--- src/rtl/multi_timer_if.sv ---
// Bundled control strobes and status outputs for the multi-channel timer.
// Each per-channel field packs channel i at bit i (or at bits [i*WIDTH +: WIDTH]).
interface multi_timer_if #(
    parameter int WIDTH = 10,
    parameter int NCH   = 2
);
    logic [NCH-1:0]       start;
    logic [NCH-1:0]       stop;
    logic [NCH-1:0]       periodic;
    logic [NCH-1:0]       hold;
    logic [NCH*WIDTH-1:0] start_time;
    logic [NCH*WIDTH-1:0] timer;
    logic [NCH-1:0]       busy;
    logic [NCH-1:0]       expired;
    logic                 irq;

    modport master (
        output start, stop, periodic, hold, start_time,
        input  timer, busy, expired, irq
    );

    modport slave (
        input  start, stop, periodic, hold, start_time,
        output timer, busy, expired, irq
    );
endinterface

--- src/rtl/multi_timer.sv ---
// NCH independent one-shot/auto-reload down-counters; start->timer 1 cycle, expiry pulse registered.
// No backpressure: strobes are sampled every cycle and outputs are always valid.
module multi_timer #(
    parameter int WIDTH = 10,
    parameter int NCH   = 2
) (
    input  logic         clk,
    input  logic         resetn,
    multi_timer_if.slave bus
);
    typedef enum logic {
        S_IDLE = 1'b0,
        S_RUN  = 1'b1
    } state_e;

    state_e           state_q  [NCH];
    state_e           state_d  [NCH];
    logic [WIDTH-1:0] cnt_q    [NCH];
    logic [WIDTH-1:0] cnt_d    [NCH];
    logic [WIDTH-1:0] reload_q [NCH];
    logic [WIDTH-1:0] reload_d [NCH];
    logic [NCH-1:0]   mode_q;
    logic [NCH-1:0]   mode_d;
    logic [NCH-1:0]   expired_q;
    logic [NCH-1:0]   expired_d;

    logic [NCH*WIDTH-1:0] timer_flat;
    logic [NCH-1:0]       busy_flat;

    always_comb begin
        mode_d    = mode_q;
        expired_d = '0;
        for (int i = 0; i < NCH; i++) begin
            state_d[i]  = state_q[i];
            cnt_d[i]    = cnt_q[i];
            reload_d[i] = reload_q[i];

            // stop > start > hold > count
            if (bus.stop[i]) begin
                cnt_d[i]   = '0;
                state_d[i] = S_IDLE;
            end else if (bus.start[i]) begin
                if (bus.start_time[i*WIDTH +: WIDTH] != '0) begin
                    cnt_d[i]    = bus.start_time[i*WIDTH +: WIDTH];
                    reload_d[i] = bus.start_time[i*WIDTH +: WIDTH];
                    mode_d[i]   = bus.periodic[i];
                    state_d[i]  = S_RUN;
                end else begin
                    cnt_d[i]   = '0;
                    state_d[i] = S_IDLE;
                end
            end else if (state_q[i] == S_RUN && !bus.hold[i]) begin
                if (cnt_q[i] > WIDTH'(1)) begin
                    cnt_d[i] = cnt_q[i] - WIDTH'(1);
                end else begin
                    // Terminal count: reload in the pulse cycle so the period is exactly reload.
                    expired_d[i] = 1'b1;
                    if (mode_q[i]) begin
                        cnt_d[i] = reload_q[i];
                    end else begin
                        cnt_d[i]   = '0;
                        state_d[i] = S_IDLE;
                    end
                end
            end
        end
    end

    always_ff @(posedge clk or negedge resetn) begin
        if (!resetn) begin
            for (int i = 0; i < NCH; i++) begin
                state_q[i]  <= S_IDLE;
                cnt_q[i]    <= '0;
                reload_q[i] <= '0;
            end
            mode_q    <= '0;
            expired_q <= '0;
        end else begin
            for (int i = 0; i < NCH; i++) begin
                state_q[i]  <= state_d[i];
                cnt_q[i]    <= cnt_d[i];
                reload_q[i] <= reload_d[i];
            end
            mode_q    <= mode_d;
            expired_q <= expired_d;
        end
    end

    always_comb begin
        timer_flat = '0;
        busy_flat  = '0;
        for (int i = 0; i < NCH; i++) begin
            timer_flat[i*WIDTH +: WIDTH] = cnt_q[i];
            busy_flat[i]                 = (state_q[i] == S_RUN);
        end
    end

    assign bus.timer   = timer_flat;
    assign bus.busy    = busy_flat;
    assign bus.expired = expired_q;
    assign bus.irq     = |expired_q;
endmodule

--- src/flat_wrapper.sv ---
// flat-port wrapper written by rule: the top's interface ports become plain ports
module multi_timer_flat 
#(
    parameter int WIDTH = 10,
    parameter int NCH   = 2
)
  (clk, resetn, bus_start, bus_stop, bus_periodic, bus_hold, bus_start_time, bus_timer, bus_busy, bus_expired, bus_irq);
  multi_timer_if #(.WIDTH(WIDTH), .NCH(NCH)) bus_i ();
  input  logic clk;
  input  logic resetn;
  input wire logic [$bits(bus_i.start)-1:0] bus_start;
  input wire logic [$bits(bus_i.stop)-1:0] bus_stop;
  input wire logic [$bits(bus_i.periodic)-1:0] bus_periodic;
  input wire logic [$bits(bus_i.hold)-1:0] bus_hold;
  input wire logic [$bits(bus_i.start_time)-1:0] bus_start_time;
  output wire logic [$bits(bus_i.timer)-1:0] bus_timer;
  output wire logic [$bits(bus_i.busy)-1:0] bus_busy;
  output wire logic [$bits(bus_i.expired)-1:0] bus_expired;
  output wire logic [$bits(bus_i.irq)-1:0] bus_irq;
  assign bus_i.start = bus_start;
  assign bus_i.stop = bus_stop;
  assign bus_i.periodic = bus_periodic;
  assign bus_i.hold = bus_hold;
  assign bus_i.start_time = bus_start_time;
  assign bus_timer = bus_i.timer;
  assign bus_busy = bus_i.busy;
  assign bus_expired = bus_i.expired;
  assign bus_irq = bus_i.irq;
  multi_timer #(.WIDTH(WIDTH), .NCH(NCH)) u_core (.clk(clk), .resetn(resetn), .bus(bus_i));
endmodule
--- config.mk ---
export PLATFORM = sky130hd
export DESIGN_NAME = multi_timer_flat
export DESIGN_NICKNAME = d
export VERILOG_FILES = /design/src/rtl/multi_timer_if.sv /design/src/rtl/multi_timer.sv /design/src/flat_wrapper.sv
export SDC_FILE = /design/constraint.sdc
export NUM_CORES = 1
export LEC_CHECK = 0
export BUFFER_PORTS_ARGS = -buffer_cell sky130_fd_sc_hd__buf_2
export CAP_MARGIN = 20
export CELL_PAD_IN_SITES_DETAIL_PLACEMENT = 0
export CELL_PAD_IN_SITES_GLOBAL_PLACEMENT = 1
export CORE_UTILIZATION = 43
export CTS_BUF_LIST = sky130_fd_sc_hd__clkbuf_4
export CTS_CLUSTER_SIZE = 20
export DETAILED_ROUTE_END_ITERATION = 10
export PLACE_DENSITY_LB_ADDON = 0.1
export SKIP_CTS_REPAIR_TIMING = 1
export SYNTH_ARGS = -nofsm -noshare
export SYNTH_HDL_FRONTEND = slang
export SYNTH_SLANG_ARGS = --single-unit
--- constraint.sdc ---
create_clock -name clk -period 2.7 [get_ports clk]
set_input_delay 0.135 -clock clk [delete_from_list [all_inputs] [get_ports clk]]
set_output_delay 0.135 -clock clk [all_outputs]
set_load 0.01 [all_outputs]
Word level (Yosys, flattened, before mapping)
Cells that the tools add are included.
- multiply operators: 0
- eq/ne operators: 4
- bitwise logic cells: 2
- muxes and demuxes: 32
- divide/modulo/power cells: 0
- order comparisons: 2
- shift operators: 0
- $add $sub $neg: 2
- reductions and logical operators: 13
- operators with widths (cell ; count):
    $mux W10 ; 12
    $gt A10 B1 Y1 const B ; 2
    $mux W1 ; 20
    $reduce_bool A10 Y1 ; 2
    $sub A10 B1 Y10 const B ; 2
    $ne A3 B3 Y1 const B ; 4
    $reduce_and A3 Y1 ; 4
    $reduce_bool A3 Y1 ; 2
    $logic_and A1 B1 Y1 ; 2
    $logic_not A1 Y1 ; 2
    $not A1 Y1 ; 2
    $reduce_or A2 Y1 ; 1
- bits in writable memories: 0
- register bits: 46
- memories kept: 0
- logic and storage cells: 64
- latch bits: 0
- bits in read-only memories: 0

Longest topological paths before layout
- word-level depth: 5
- mapped depth: 8

Worst setup path after synthesis
OpenSTA, ideal clock, no wires.
- path kind: register to register
- start point: register u_core.cnt_q, in the netlist u_core.bus.timer[12]
- end point: register u_core.cnt_q, in the netlist u_core.bus.timer[14]
- cell stages (with the launch flop): 8
- clock period less this slack: 1937 ps
- setup time: 128 ps
- data required time: 2572 ps
- setup slack: 763 ps
- buffers on the path: 2
- arrival: 1809 ps
- cells stage by stage: dfrtp_1 -> buf_6 -> or4_4 -> nor4b_4 -> buf_6 -> nor2_1 -> a31oi_1 -> a21oi_1
- longest elaborated chain between the ends: 5
- elaborated cells on any way between the ends: 6
- those cells by class: 1 x add/sub; 1 x order compare; 4 x mux
- RTL lines (what ; line ; source):
    from (decl) ; multi_timer.sv:18 ; logic [WIDTH-1:0] cnt_q [NCH];
    from (signal, indexed assignment) ; multi_timer.sv:81 ; cnt_q[i] <= cnt_d[i];
    $sub A10 B1 Y10 or $gt A10 B1 Y1 (tied branches) ; multi_timer.sv:54, multi_timer.sv:53 ;
    $mux W10 (*) ; multi_timer.sv:53 ; if (cnt_q[i] > WIDTH'(1)) begin
    $mux W10 (*) ; multi_timer.sv:52 ; end else if (state_q[i] == S_RUN && !bus.hold[i]) begin
    $mux W10 (*) ; multi_timer.sv:42 ; end else if (bus.start[i]) begin
    $mux W10 (*) ; multi_timer.sv:39 ; if (bus.stop[i]) begin
Every way passes the cells marked *; elsewhere a longest branch is shown, timed or not. The select of a mux whose other input is x is not followed.
A chain may end at the register's enable or synchronous reset.

Worst setup path in the final report
- start point: register u_core.cnt_q, in the netlist u_core.bus.timer[2]
- end point: register u_core.state_q, in the netlist u_core.bus.busy[0]
- longest elaborated chain between the ends: 3
- RTL lines (what ; line ; source):
    $gt A10 B1 Y1 ; multi_timer.sv:53 ;
    $ne A3 B3 Y1 (no source line) ; - ;
    $reduce_and A3 Y1 (no source line) ; - ;
    to (signal, indexed assignment) ; multi_timer.sv:80 ; state_q[i] <= state_d[i];
    to (decl) ; multi_timer.sv:16 ; state_e state_q [NCH];
No other way between the ends.

==> flow_summary.toml <==
[yosys]
syn_inst = 285
synthAdderAreaFrac = 0.0191
synthXorXnorAreaFrac = 0.0301
ys_seq_area_frac = 0.439
synth_nets = 319
synthSimpleGateAreaFrac = 0.207
muxShareOfSynthArea = 0.0200
synth_area_sq_um = 2620
synth_compound_area_frac = 0.232
synthDistinctLibCells = 41
yosys_register_bits = 46
syn_area_per_cell_sq_um = 9.20
synth_top_family_by_area = "compound AO/OA/AOI/OAI gates"
ys_warn_count = 0

[power_and_ir_drop]
p_leak_nw = 1.42
power_per_cell_area_nw_per_um2 = 543
power_mw = 1.67
irDropWorstVdd_mv = 0.284

[cells_and_area]
fin_nets = 380
layout-drive-gt1-share = 0.236
antenna_cells = 0
fillers = 586
area_delta_synth_final_pct = 16.9

[grt]
grt_first_pass_wirelength_um = 12000
grt-ovfl-total = 0
grt_pass1_vias = 2405
antenna_found_initial = 0
track_usage = 0.244
grt_start_max_net_pins = 25

[timing]
max_freq_mhz = 485
fin_skew_ns = 0.0214
finalHoldViolCount = 2
setup_violations = 0
tns_ns = 0
period_needed_ns = 2.06
fin_crit_sh = 0.764
holdWs_ns = -0.00732
maxSlewHeadroom = 0.572
slew_viol_final = 0
rsz0062_at_grt = "no"
setup_ws_ns = 0.636
worst_slew_pin_slew_ns = 0.641

[clock_tree]
numCtsBuffers = 5
clk_latency_ns = 0.37
clkTransAtPathRegs_ns = 0.15
clockRootBuffer = "clkbuf_4"
cts_max_level = 2
clock_path_buffers = 2
tritoncts = "done"
cts.sinks = 46

[critical_path]
cp.arrival_ns = 2.31
cp-start-kind = "flop"
slowest_stage = "or4_4"
reg2reg_depth = 6
path_max_fanout = 11
crit_start = "u_core.bus.timer[2]"
rrSetupSlack_ns = 0.64
critical_path_class = "reg -> reg"
cp-end-kind = "flop"
path_cells = "or4_4 -> nor4_4 -> buf_4 -> inv_1 -> o31ai_1 -> a21oi_1"
r2r_end = "u_core.bus.busy[0]"
worstReg2RegStart = "u_core.bus.timer[2]"
max_stage_delay_ns = 0.62
worstPathRequired_ns = 2.95

[route]
vias = 2393
drt-initial-drc-count = 87
dr.pass1.iters = 5
drc_errors = 0
wl_um = 7300
wire_per_inst_um = 17.3
detail-route-antenna-nets = 0
vias_per_cell = 5.67

[floorplanning]
start_util = 0.446
dieWidth_um = 80.1
ios = 55
num_rows = 28
core-area_sq_um = 5890
die-area_sq_um = 6420
die_h_um = 80.1

[placement]
place_congestion = 0.838
dp_slack_ns = 0.646
io_buffers = 54
dp_hpwl_um = 5370

[min_path]
hold_class = "in -> reg"
holdPathEnd = "u_core.reload_q[18]"
hold_depth = 3
min-delay-start = "bus_start_time[8]"

[status]
violations = "negative hold slack"
outcome = "finished, violations left"

[flow_run]
maxCapViolCount = 0
-- state kept, by name, indices dropped and copies added (netlist names) --
register            count
u_core.bus.timer       20
u_core.reload_q        20
u_core.bus.busy         2
u_core.bus.expired      2
u_core.mode_q           2
-- cell type report --
class,instances,area [sq um],share of cell area
sequential,46,1150,0.376
inverter,12,45.0,0.0147
clock buffer,5,37.5,0.0122
clock inverter,3,21.3,0.00694
timing repair buffer,68,385,0.126
tap,75,93.8,0.0306
multi-input combinational,213,1330,0.434
-- critical path: cells and delay by family (launching register included) --
kind | cells | cell delay (ns)
simple gates | 2 | 0.90
flops | 1 | 0.48
buf+inv | 2 | 0.28
compound gates | 2 | 0.28
-- cell usage after synthesis --
cell type | n | area (sq um)
mux2i_1 | 3 | 30.0
buf_6 | 5 | 56.3
a211oi_1 | 1 | 7.51
or2_2 | 1 | 6.26
nor4_1 | 5 | 31.3
buf_4 | 1 | 7.51
clkbuf_1 | 7 | 26.3
nand2_1 | 30 | 113
o21ai_0 | 16 | 80.1
o21a_1 | 1 | 7.51
inv_1 | 12 | 45.0
mux2_2 | 2 | 22.5
or4_4 | 2 | 22.5
o221a_2 | 1 | 11.3
dfrtp_1 | 46 | 1150
a21o_1 | 1 | 7.51
nor2b_1 | 6 | 37.5
nor4_4 | 1 | 21.3
a32oi_1 | 2 | 17.5
nor3b_1 | 3 | 22.5
nor3_2 | 1 | 10.0
buf_2 | 1 | 5.00
a22oi_1 | 11 | 82.6
o21ai_1 | 8 | 40.0
nand4_1 | 1 | 6.26
a31oi_1 | 13 | 81.3
a21oi_1 | 14 | 70.1
nand3_1 | 8 | 40.0
a221o_1 | 1 | 10.0
nor2_1 | 22 | 82.6
xnor2_1 | 9 | 78.8
or3_1 | 2 | 12.5
ha_1 | 4 | 50.1
nor4b_4 | 1 | 23.8
o311ai_1 | 1 | 8.76
nor3_1 | 17 | 85.1
o31ai_1 | 6 | 45.0
a22o_1 | 14 | 123
nand2b_1 | 2 | 12.5
or4_1 | 2 | 15.0
o41ai_2 | 1 | 16.3
-- logic make-up (layout without fill, tap and decap cells) --
| family | count (synthesis) | after routing |
|---|---|---|
| simple gates | 104 | 104 |
| compound gates | 91 | 91 |
| flops | 46 | 46 |
| buf+inv | 26 | 88 |
| xor+xnor | 9 | 9 |
| mux | 5 | 5 |
| fa+ha+maj | 4 | 4 |
-- how the worst max path moves through the flow --
stage	end	cells past startpoint
2_1_floorplan	u_core.bus.timer[14]	7
4_1_cts	u_core.bus.busy[0]	6
5_1_grt	u_core.bus.busy[1]	5
3_5_place_dp	u_core.bus.busy[0]	6
6_report	u_core.bus.busy[0]	6
3_3_place_gp	u_core.bus.busy[0]	6
-- metal layers --
metal | up-vias | share of wire | GRT usage
li1 | 1173 | - | -
met1 | 1153 | 0.45 | 0.318
met2 | 57 | 0.50 | 0.414
met3 | 10 | 0.039 | 0.0341
met4 | 0 | 0.014 | 0.0857
met5 | - | 0 | 0
-- per-stage QoR --
| step | area, sq um | utilization | hold WS (ns) | cells |
|---|---|---|---|---|
| 2_1_floorplan | 2620 | - | -0.161 | 285 |
| 3_3_place_gp | 2970 | 0.504 | 0.167 | 410 |
| 3_5_place_dp | 2970 | 0.504 | 0.164 | 410 |
| 4_1_cts | 3030 | 0.514 | -0.262 | 418 |
| 5_1_grt | 3070 | 0.521 | 0.00527 | 422 |
| 6_report | 3070 | 0.521 | -0.00732 | 422 |
-- cell usage in the layout (no fill, tap or decap), types with 9 or more instances in the layout --
| cell | instances |
|---|---|
| nor3_1 | 17 |
| a22oi_1 | 11 |
| a21oi_1 | 14 |
| nand2_1 | 30 |
| xnor2_1 | 9 |
| o21ai_0 | 16 |
| dfrtp_1 | 46 |
| nor2_1 | 22 |
| inv_1 | 12 |
| a31oi_1 | 13 |
| buf_4 | 10 |
| buf_2 | 54 |
| a22o_1 | 14 |
-- power breakdown --
group | internal (mW) | total (mW) | switching, mW
Combinational | 0.216 | 0.477 | 0.261
Sequential | 0.757 | 0.847 | 0.0904
Clock | 0.102 | 0.342 | 0.240
Power figures use the tool's default switching activity.
